--- src/rtl/uart_sched_pkg.sv ---
// Shared types and constants for the UART transmit scheduler.
package uart_sched_pkg;

  typedef enum logic [1:0] {
    IDLE,
    LOAD,
    WAIT_DONE,
    GAP
  } sched_state_t;

  localparam int MAX_REQ = 8;

endpackage

--- src/rtl/uart_tx_sched_rr_arbiter.sv ---
// Combinational round-robin arbiter with optional strict priority for index 0.
module rr_arbiter #(
  parameter int N  = 3,
  parameter int IW = (N > 1) ? $clog2(N) : 1
) (
  input  logic [N-1:0]  req,
  input  logic          prio0_en,
  input  logic [IW-1:0] last,
  output logic [N-1:0]  gnt,
  output logic [IW-1:0] idx
);

  always_comb begin
    int c;
    logic found;
    gnt   = '0;
    idx   = '0;
    found = 1'b0;
    c     = 0;
    if (prio0_en && req[0]) begin
      gnt[0] = 1'b1;
      found  = 1'b1;
    end
    // Scan starts just after the last RR winner; index 0 is skipped in priority mode.
    for (int i = 1; i <= N; i++) begin
      c = (int'(last) + i) % N;
      if (!found && req[c[IW-1:0]] && !(prio0_en && c == 0)) begin
        gnt[c[IW-1:0]] = 1'b1;
        idx            = c[IW-1:0];
        found          = 1'b1;
      end
    end
  end

endmodule

--- src/rtl/uart_tx_sched.sv ---
// Arbitrates byte requesters onto one UART transmitter, sequencing trmt/tx_done
// with an enforced inter-byte gap and a watchdog against a hung transmitter.
module uart_tx_sched
  import uart_sched_pkg::*;
#(
  parameter int NUM_REQ     = 3,
  parameter bit PRIO0_EN    = 1'b1,
  parameter int GAP_CYC     = 16,
  parameter int TIMEOUT_CYC = 65536
) (
  input  logic                 clk,
  input  logic                 rst_n,
  input  logic                 en,
  input  logic [NUM_REQ-1:0]   req,
  input  logic [8*NUM_REQ-1:0] req_data,
  output logic [NUM_REQ-1:0]   gnt,
  output logic [NUM_REQ-1:0]   done,
  output logic                 trmt,
  output logic [7:0]           tx_data,
  input  logic                 tx_done,
  output logic                 err_timeout,
  output logic                 busy
);

  localparam int OW    = (NUM_REQ > 1) ? $clog2(NUM_REQ) : 1;
  localparam int WD_W  = $clog2(TIMEOUT_CYC + 1);
  localparam int GAP_W = $clog2(GAP_CYC + 1);
  localparam logic [WD_W-1:0]  WD_TC  = WD_W'(TIMEOUT_CYC - 1);
  localparam logic [GAP_W-1:0] GAP_TC = GAP_W'(GAP_CYC - 1);

  sched_state_t       state;
  logic [OW-1:0]      owner;
  logic [OW-1:0]      last;
  logic [WD_W-1:0]    wd_cnt;
  logic [GAP_W-1:0]   gap_cnt;
  logic [NUM_REQ-1:0] arb_gnt;
  logic [OW-1:0]      arb_idx;

  rr_arbiter #(.N(NUM_REQ), .IW(OW)) u_arb (
    .req      (req),
    .prio0_en (PRIO0_EN),
    .last     (last),
    .gnt      (arb_gnt),
    .idx      (arb_idx)
  );

  always_ff @(posedge clk or negedge rst_n) begin
    if (!rst_n) begin
      state       <= IDLE;
      owner       <= '0;
      last        <= OW'(NUM_REQ - 1);
      wd_cnt      <= '0;
      gap_cnt     <= '0;
      gnt         <= '0;
      done        <= '0;
      trmt        <= 1'b0;
      tx_data     <= 8'h00;
      err_timeout <= 1'b0;
      busy        <= 1'b0;
    end else begin
      gnt         <= '0;
      done        <= '0;
      trmt        <= 1'b0;
      err_timeout <= 1'b0;
      case (state)
        IDLE: begin
          if (en && |req) begin
            owner   <= arb_idx;
            tx_data <= req_data[8*int'(arb_idx) +: 8];
            gnt     <= arb_gnt;
            trmt    <= 1'b1;
            busy    <= 1'b1;
            state   <= LOAD;
            // A priority win on index 0 leaves the round-robin pointer alone.
            if (!(PRIO0_EN && arb_idx == '0)) last <= arb_idx;
          end
        end
        LOAD: begin
          wd_cnt <= '0;
          state  <= WAIT_DONE;
        end
        WAIT_DONE: begin
          if (tx_done) begin
            done    <= NUM_REQ'(1) << owner;
            gap_cnt <= '0;
            state   <= GAP;
          end else if (wd_cnt == WD_TC) begin
            err_timeout <= 1'b1;
            gap_cnt     <= '0;
            state       <= GAP;
          end else begin
            wd_cnt <= wd_cnt + 1'b1;
          end
        end
        GAP: begin
          if (gap_cnt == GAP_TC) begin
            busy  <= 1'b0;
            state <= IDLE;
          end else begin
            gap_cnt <= gap_cnt + 1'b1;
          end
        end
        default: begin
          busy  <= 1'b0;
          state <= IDLE;
        end
      endcase
    end
  end

endmodule

--- config.mk ---
export PLATFORM = sky130hd
export DESIGN_NAME = uart_tx_sched
export DESIGN_NICKNAME = d
export VERILOG_FILES = /design/src/rtl/uart_sched_pkg.sv /design/src/rtl/uart_tx_sched_rr_arbiter.sv /design/src/rtl/uart_tx_sched.sv
export SDC_FILE = /design/constraint.sdc
export NUM_CORES = 1
export LEC_CHECK = 0
export ABC_AREA = 1
export BUFFER_PORTS_ARGS = -buffer_cell sky130_fd_sc_hd__buf_2
export CELL_PAD_IN_SITES_DETAIL_PLACEMENT = 1
export CELL_PAD_IN_SITES_GLOBAL_PLACEMENT = 1
export CORE_MARGIN = 10
export CORE_UTILIZATION = 40
export DETAILED_ROUTE_END_ITERATION = 6
export PLACE_DENSITY_LB_ADDON = 0.15
export SYNTH_ARGS = -nofsm -noshare
export SYNTH_HDL_FRONTEND = slang
export SYNTH_HIERARCHICAL = 1
export SYNTH_SLANG_ARGS = --single-unit
export TNS_END_PERCENT = 5
--- constraint.sdc ---
create_clock -name clk -period 3.1 [get_ports clk]
set_input_delay 0.31 -clock clk [delete_from_list [all_inputs] [get_ports clk]]
set_output_delay 0.31 -clock clk [all_outputs]
set_load 0.02 [all_outputs]
## Word level (Yosys, flattened, before mapping)

Cells that the tools add are included.

- Register bits after elaboration: 45
- Input port bits: 31
- Output and inout port bits: 17
- Word-level logic and storage cells: 118

- Add/sub/neg operators: 5
- Div/mod/pow operators: 3
- $lt $le $gt $ge: 6
- Equal/unequal tests: 11
- Shift-type cells: 2
- Muxes and demuxes: 45
- Bitwise logic cells: 4
- Reduce and logical (&&, ||, !) cells: 31

Operators with widths:

| kind | count |
|---|---|
| 32-bit logical NOT | 3 |
| 32-bit by 3-bit remainder unit with 32-bit output (second input constant) | 3 |
| 17-bit 2-to-1 mux | 2 |
| 17-bit one-hot mux with 2 select lines | 1 |
| 24-bit by 6-bit indexed part select with 8-bit output | 1 |
| 3-bit 2-to-1 mux | 7 |
| 17-bit by 1-bit adder with 17-bit output (second input constant) | 1 |
| 17-bit by 16-bit equality test with 1-bit output (second input constant) | 1 |
| 1-bit 2-to-1 mux | 16 |
| 5-bit 2-to-1 mux | 3 |
| 3-bit AND reduction | 5 |
| 2-bit 2-to-1 mux | 7 |
| 1-bit logical AND | 10 |
| 2-bit != test (second input constant) | 5 |
| 5-bit one-hot mux with 2 select lines | 1 |
| 2-bit by 3-bit < comparator with 1-bit output (second input constant) | 3 |
| 2-bit one-hot mux with 4 select lines | 1 |
| 2-bit by 2-bit adder with 3-bit output (second input constant) | 2 |
| 1-bit binary-select mux with 2-bit select | 3 |
| 1-bit demux with 2-bit select | 3 |
| 2-bit by 1-bit >= comparator with 1-bit output (second input constant) | 3 |
| 1-bit logical NOT | 6 |
| 3-bit OR | 2 |
| 2-bit nonzero test | 3 |
| 13 further kinds | 15 |

## Depth between registers and ports, before layout

- Depth in word-level cells: 18
- Gate-level depth with buffers: 17

## By module

The synthesis kept the hierarchy.

By module, submodules not included:

| module | instances | cells each | area each (um2) | seq. area each (um2) |
|---|---|---|---|---|
| uart_tx_sched | 1 | 295 | 2327.2 | 1127.3 |
| rr_arbiter | 1 | 62 | 334.1 | 0.0 |

## Worst setup path after synthesis

No wires, ideal clock.

- Kind: flip-flop to flip-flop
- Start: reg last[1]
- End: reg tx_data[5]
- Library setup time: 0.119 ns
- Arrival: 2.153 ns
- Path slack: 0.828 ns
- Stages on the path, launching flop included: 16
- Buffers on the path: 3
- Period minus slack after synthesis: 2.272 ns
- Path through: dfstp_2 -> ha_1 -> buf_6 -> nand2_2 -> nand2_1 -> nor2_2 -> nor2_4 -> nor2_4 -> nand3_1 -> nand3_1 -> buf_4 -> inv_1 -> buf_2 -> o21ai_0 -> nand3_1 -> o21a_1

- Cells in the longest elaborated chain, start to end: 16
- Elaborated cells on any way between the ends: 32
- Classes of those cells: add/sub: 3; div: 3; shift: 1; mux: 11; reduce/logical: 14

RTL lines:

| element | line | RTL |
|---|---|---|
| start: declaration | uart_tx_sched.sv:33 | `logic [OW-1:0] last;` |
| start signal: assignment | uart_tx_sched.sv:51 | `last <= OW'(NUM_REQ - 1);` |
| start signal: assignment | uart_tx_sched.sv:75 | `if (!(PRIO0_EN && arb_idx == '0)) last <= arb_idx;` |
| 2-bit by 1-bit adder with 3-bit output | uart_tx_sched_rr_arbiter.sv:26 | `c = (int'(last) + i) % N;` |
| 32-bit by 3-bit remainder unit with 32-bit output | uart_tx_sched_rr_arbiter.sv:26 |  |
| 1-bit binary-select mux with 2-bit select | uart_tx_sched_rr_arbiter.sv:27 | `if (!found && req[c[IW-1:0]] && !(prio0_en && c == 0)) begin` |
| 1-bit 2-to-1 mux (implied by the code) | uart_tx_sched_rr_arbiter.sv:27 |  |
| 1-bit logical AND (2 in a row) | uart_tx_sched_rr_arbiter.sv:27 |  |
| 1-bit 2-to-1 mux | uart_tx_sched_rr_arbiter.sv:27 |  |
| 1-bit logical NOT | uart_tx_sched_rr_arbiter.sv:27 |  |
| 1-bit logical AND (2 in a row) | uart_tx_sched_rr_arbiter.sv:27 |  |
| 1-bit 2-to-1 mux | uart_tx_sched_rr_arbiter.sv:27 |  |
| 1-bit logical NOT | uart_tx_sched_rr_arbiter.sv:27 |  |
| 1-bit logical AND (2 in a row) | uart_tx_sched_rr_arbiter.sv:27 |  |
| 2-bit 2-to-1 mux * | uart_tx_sched_rr_arbiter.sv:27 |  |
| via arb_idx[0] | uart_tx_sched.sv:37 | `logic [OW-1:0] arb_idx;` |
| 24-bit by 6-bit indexed part select with 8-bit output * | uart_tx_sched.sv:69 | `tx_data <= req_data[8*int'(arb_idx) +: 8];` |
| end signal: assignment | uart_tx_sched.sv:69 |  |
| end: declaration | uart_tx_sched.sv:19 | `output logic [7:0] tx_data,` |

The timed path passes the listed nets; every way through them passes the cells marked *. The select of a mux whose other input is x is not followed.
A chain may end at the register's enable or synchronous reset.

## Final worst setup path

- Start: reg last[0]
- End: reg tx_data[6]

The elaborated chain is that of the path after synthesis.

==> run summary <==
CP max stage cell - nand3_1
total count of max-transition violations in the final report - 0
mean instance size in the synthesized netlist - 7.45 um^2
first-pass GRT wire length - 11.7 mm
Register-to-Register Path Depth - 12
clock net sink count - 45
f_max - 0.372 GHz
post_cts resized - 0
Final setup violation count - 0
overflow left after global routing - 0
number of antenna violations at the first check in global routing - 0
fin crit period - 2690 ps
critical path arrival - 2930 ps
detailed router's first-iteration violation count - 73
unrepaired setup endpoints after global routing - no
cell mode on critical path - nand3_1
Tightest Hold Check Type - in -> async
fin crit share - 86.7%
Worst Path Class, Setup - reg -> reg
Post-CTS Setup Repair Bufs - 0
maximum number of pins on one net before global-route repair - 46
number of DRC violations after detailed routing - 0
Critical Path Max Stage Delay - 480 ps
Peak supply drop - 0.361 mV
max-capacitance violation count - 0
ANT nets after route - 0
power density relative to cell area - 874 nW/um^2
CP max FO - 17
Clock Latency Late Sink - 290 ps
final wirelength - 6.88 mm
type of element capturing the critical path - flop
mean routed wirelength per cell - 14.1 um
Yosys top cell area share - 41.4%
count of boundary I/O pins - 48
count of buffers from port buffering - 47
largest cells by area after synthesis - dfrtp_1, nand2_1, nor2_1
full die area - 10300 um^2
post-synthesis xor/xnor area fraction - 0.987%
clock tree from TritonCTS - done
post-synthesis mux area share - 0%
capture point of the worst reg-to-reg path - tx_data[6]$_DFFE_PN0P_
category of the worst setup path launch point - flop
layout cell share with drive strength beyond 1 - 17.8%
first-pass detailed-route iteration total - 4
number of warnings reported in the yosys synthesis log - 6
root cell of the clock tree - clkbuf_8
area inside the core boundary - 6420 um^2
commonest cells after routing, fill and taps aside - nand2_1, nor2_1, buf_2
outcome - complete, no violations
endpoint required time on the critical path - 3340 ps
Layout Skew - 8.31 ps
Seq/Total Area, Yosys - 42.4%
setup TNS after final layout - 0 ps
dominant combinational cell family by area after synthesis - simple AND/OR/NAND/NOR gates
total via count in the routed design - 2471
headroom to the max-slew limit - 32.4%
setup slack of the worst register-to-register path - 410 ps
Reg2Reg Launch Point - last[0]$_DFFE_PN0P_
Detailed Place HPWL - 5.40 mm
buffers and inverters on the worst path - 1
die boundary height - 102 um
post-synthesis compound-gate area fraction - 8.56%
fin nets - 451
cell taking the most area after synthesis - dfrtp_1
number of instances in the synthesized netlist - 357
FF+latch count, synth - 45
die boundary width - 102 um
leakage dissipation - 1.53 nW
aggregate global-route resource usage - 13.8%
routability congestion estimate - 0.801
basic-gate share of the synthesized area counting and, or, nand and nor cells - 34.9%
starting density of the core - 41.4%
clock tree buffer depth - 2
number of global-route vias before repair - 2596
Tightest Pin Transition - 1010 ps
Layout Area Growth over Synthesis - 14.6%
clock slew at the register clock pins of the worst setup and hold paths - 80 ps
vias per cell - 5.08
number of endpoints with negative hold slack in the final report - 0
number of H-tree levels - 2
distinct cell type count of the synthesized netlist - 31
TritonCTS Buffers - 5
antenna diode count - 0
worst-path cell chain - inv_1, ha_1, nand2_1, nand2_1, nor2_1, nor2_2, nand3_1, nand3_1, nor2_1, o21ai_0, nand3_1, o21a_1
post-synthesis cell area - 2660 um^2
cell class contributing the biggest share of worst-path delay - simple AND/OR/NAND/NOR gates
most frequent standard cell in the layout excluding fill and tap cells - nand2_1
number of placement rows - 29
Synth Area in Adders - 5.64%
CTS Hold Bufs - 0
fraction of the core area covered by cells at the end of the flow - 47.5%
Yosys cell counts, drive strengths merged:
| library cell | n |
|---|---|
| o22ai | 1 |
| o21bai | 2 |
| and2 | 2 |
| a21oi | 5 |
| o21ai | 21 |
| inv | 39 |
| buf | 8 |
| nor3b | 2 |
| xor2 | 3 |
| dfrtp | 44 |
| ha | 12 |
| o21a | 8 |
| nor2 | 67 |
| or2 | 1 |
| o211ai | 1 |
| dfstp | 1 |
| nor4 | 1 |
| nand4 | 6 |
| a22o | 1 |
| nand3 | 39 |
| nor3 | 5 |
| conb | 1 |
| nand2 | 87 |
flip-flops by register name (all words and copies together) (netlist names):
name and flops:
gnt 3, gap_cnt 5, owner 2, tx_data 8, done 3, state 2, wd_cnt 17, trmt 1
last 2, busy 1, err_timeout 1
layer usage:
layer	global-route usage [%]	share of wire, %
met5	0	0
met2	24.6	50
met1	16.2	45
met4	3.63	0.64
met3	3.40	4.4
how the worst max path moves through the flow:
stage                   startpoint                endpoint  cells after the start
3_3_place_gp   last[0]$_DFFE_PN0P_  tx_data[5]$_DFFE_PN0P_                     12
3_5_place_dp   last[0]$_DFFE_PN0P_  tx_data[6]$_DFFE_PN0P_                     12
5_1_grt        last[0]$_DFFE_PN0P_  tx_data[6]$_DFFE_PN0P_                     12
6_report       last[0]$_DFFE_PN0P_  tx_data[6]$_DFFE_PN0P_                     12
4_1_cts        last[0]$_DFFE_PN0P_  tx_data[6]$_DFFE_PN0P_                     12
2_1_floorplan  last[1]$_DFFE_PN1P_  tx_data[5]$_DFFE_PN0P_                     15
metrics by stage:
step	setup slack [ps]	hold WS (ps)	cells	area [um^2]	power, W
floorplan	828	14.4	360	2670	0.00199
global placement	584	443	478	2970	0.00228
detailed placement	452	454	478	2970	0.00235
CTS	420	205	486	3050	0.00272
global route	102	206	486	3050	0.00295
finish	411	186	486	3050	0.00266
power by group:
group | total, W | switching, W | leakage [nW] | internal (W)
clock | 0.000350 | 0.000191 | 0.0422 | 0.000158
combinational | 0.00147 | 0.000983 | 0.905 | 0.000487
sequential | 0.000845 | 0.000104 | 0.585 | 0.000741
total | 0.00266 | 0.00128 | 1.53 | 0.00139
final cells by class:
class / count / area, um^2
clock inverters: 1 / 5.00
well taps: 77 / 96.3
fillers: 854 / 3370
flip-flops and latches: 45 / 1130
multi-input cells: 268 / 1350
clock buffers: 7 / 76.3
repair buffers: 49 / 250
inverters: 39 / 146
logic make-up after synthesis:
group,Yosys count
AO/OA/AOI/OAI,39
AND/OR/NAND/NOR,210
adder cells (fa/ha/maj),12
other,1
buffers and inverters,47
flip-flops,45
XOR/XNOR,3
No activity file was read; power rests on OpenSTA's default activity.
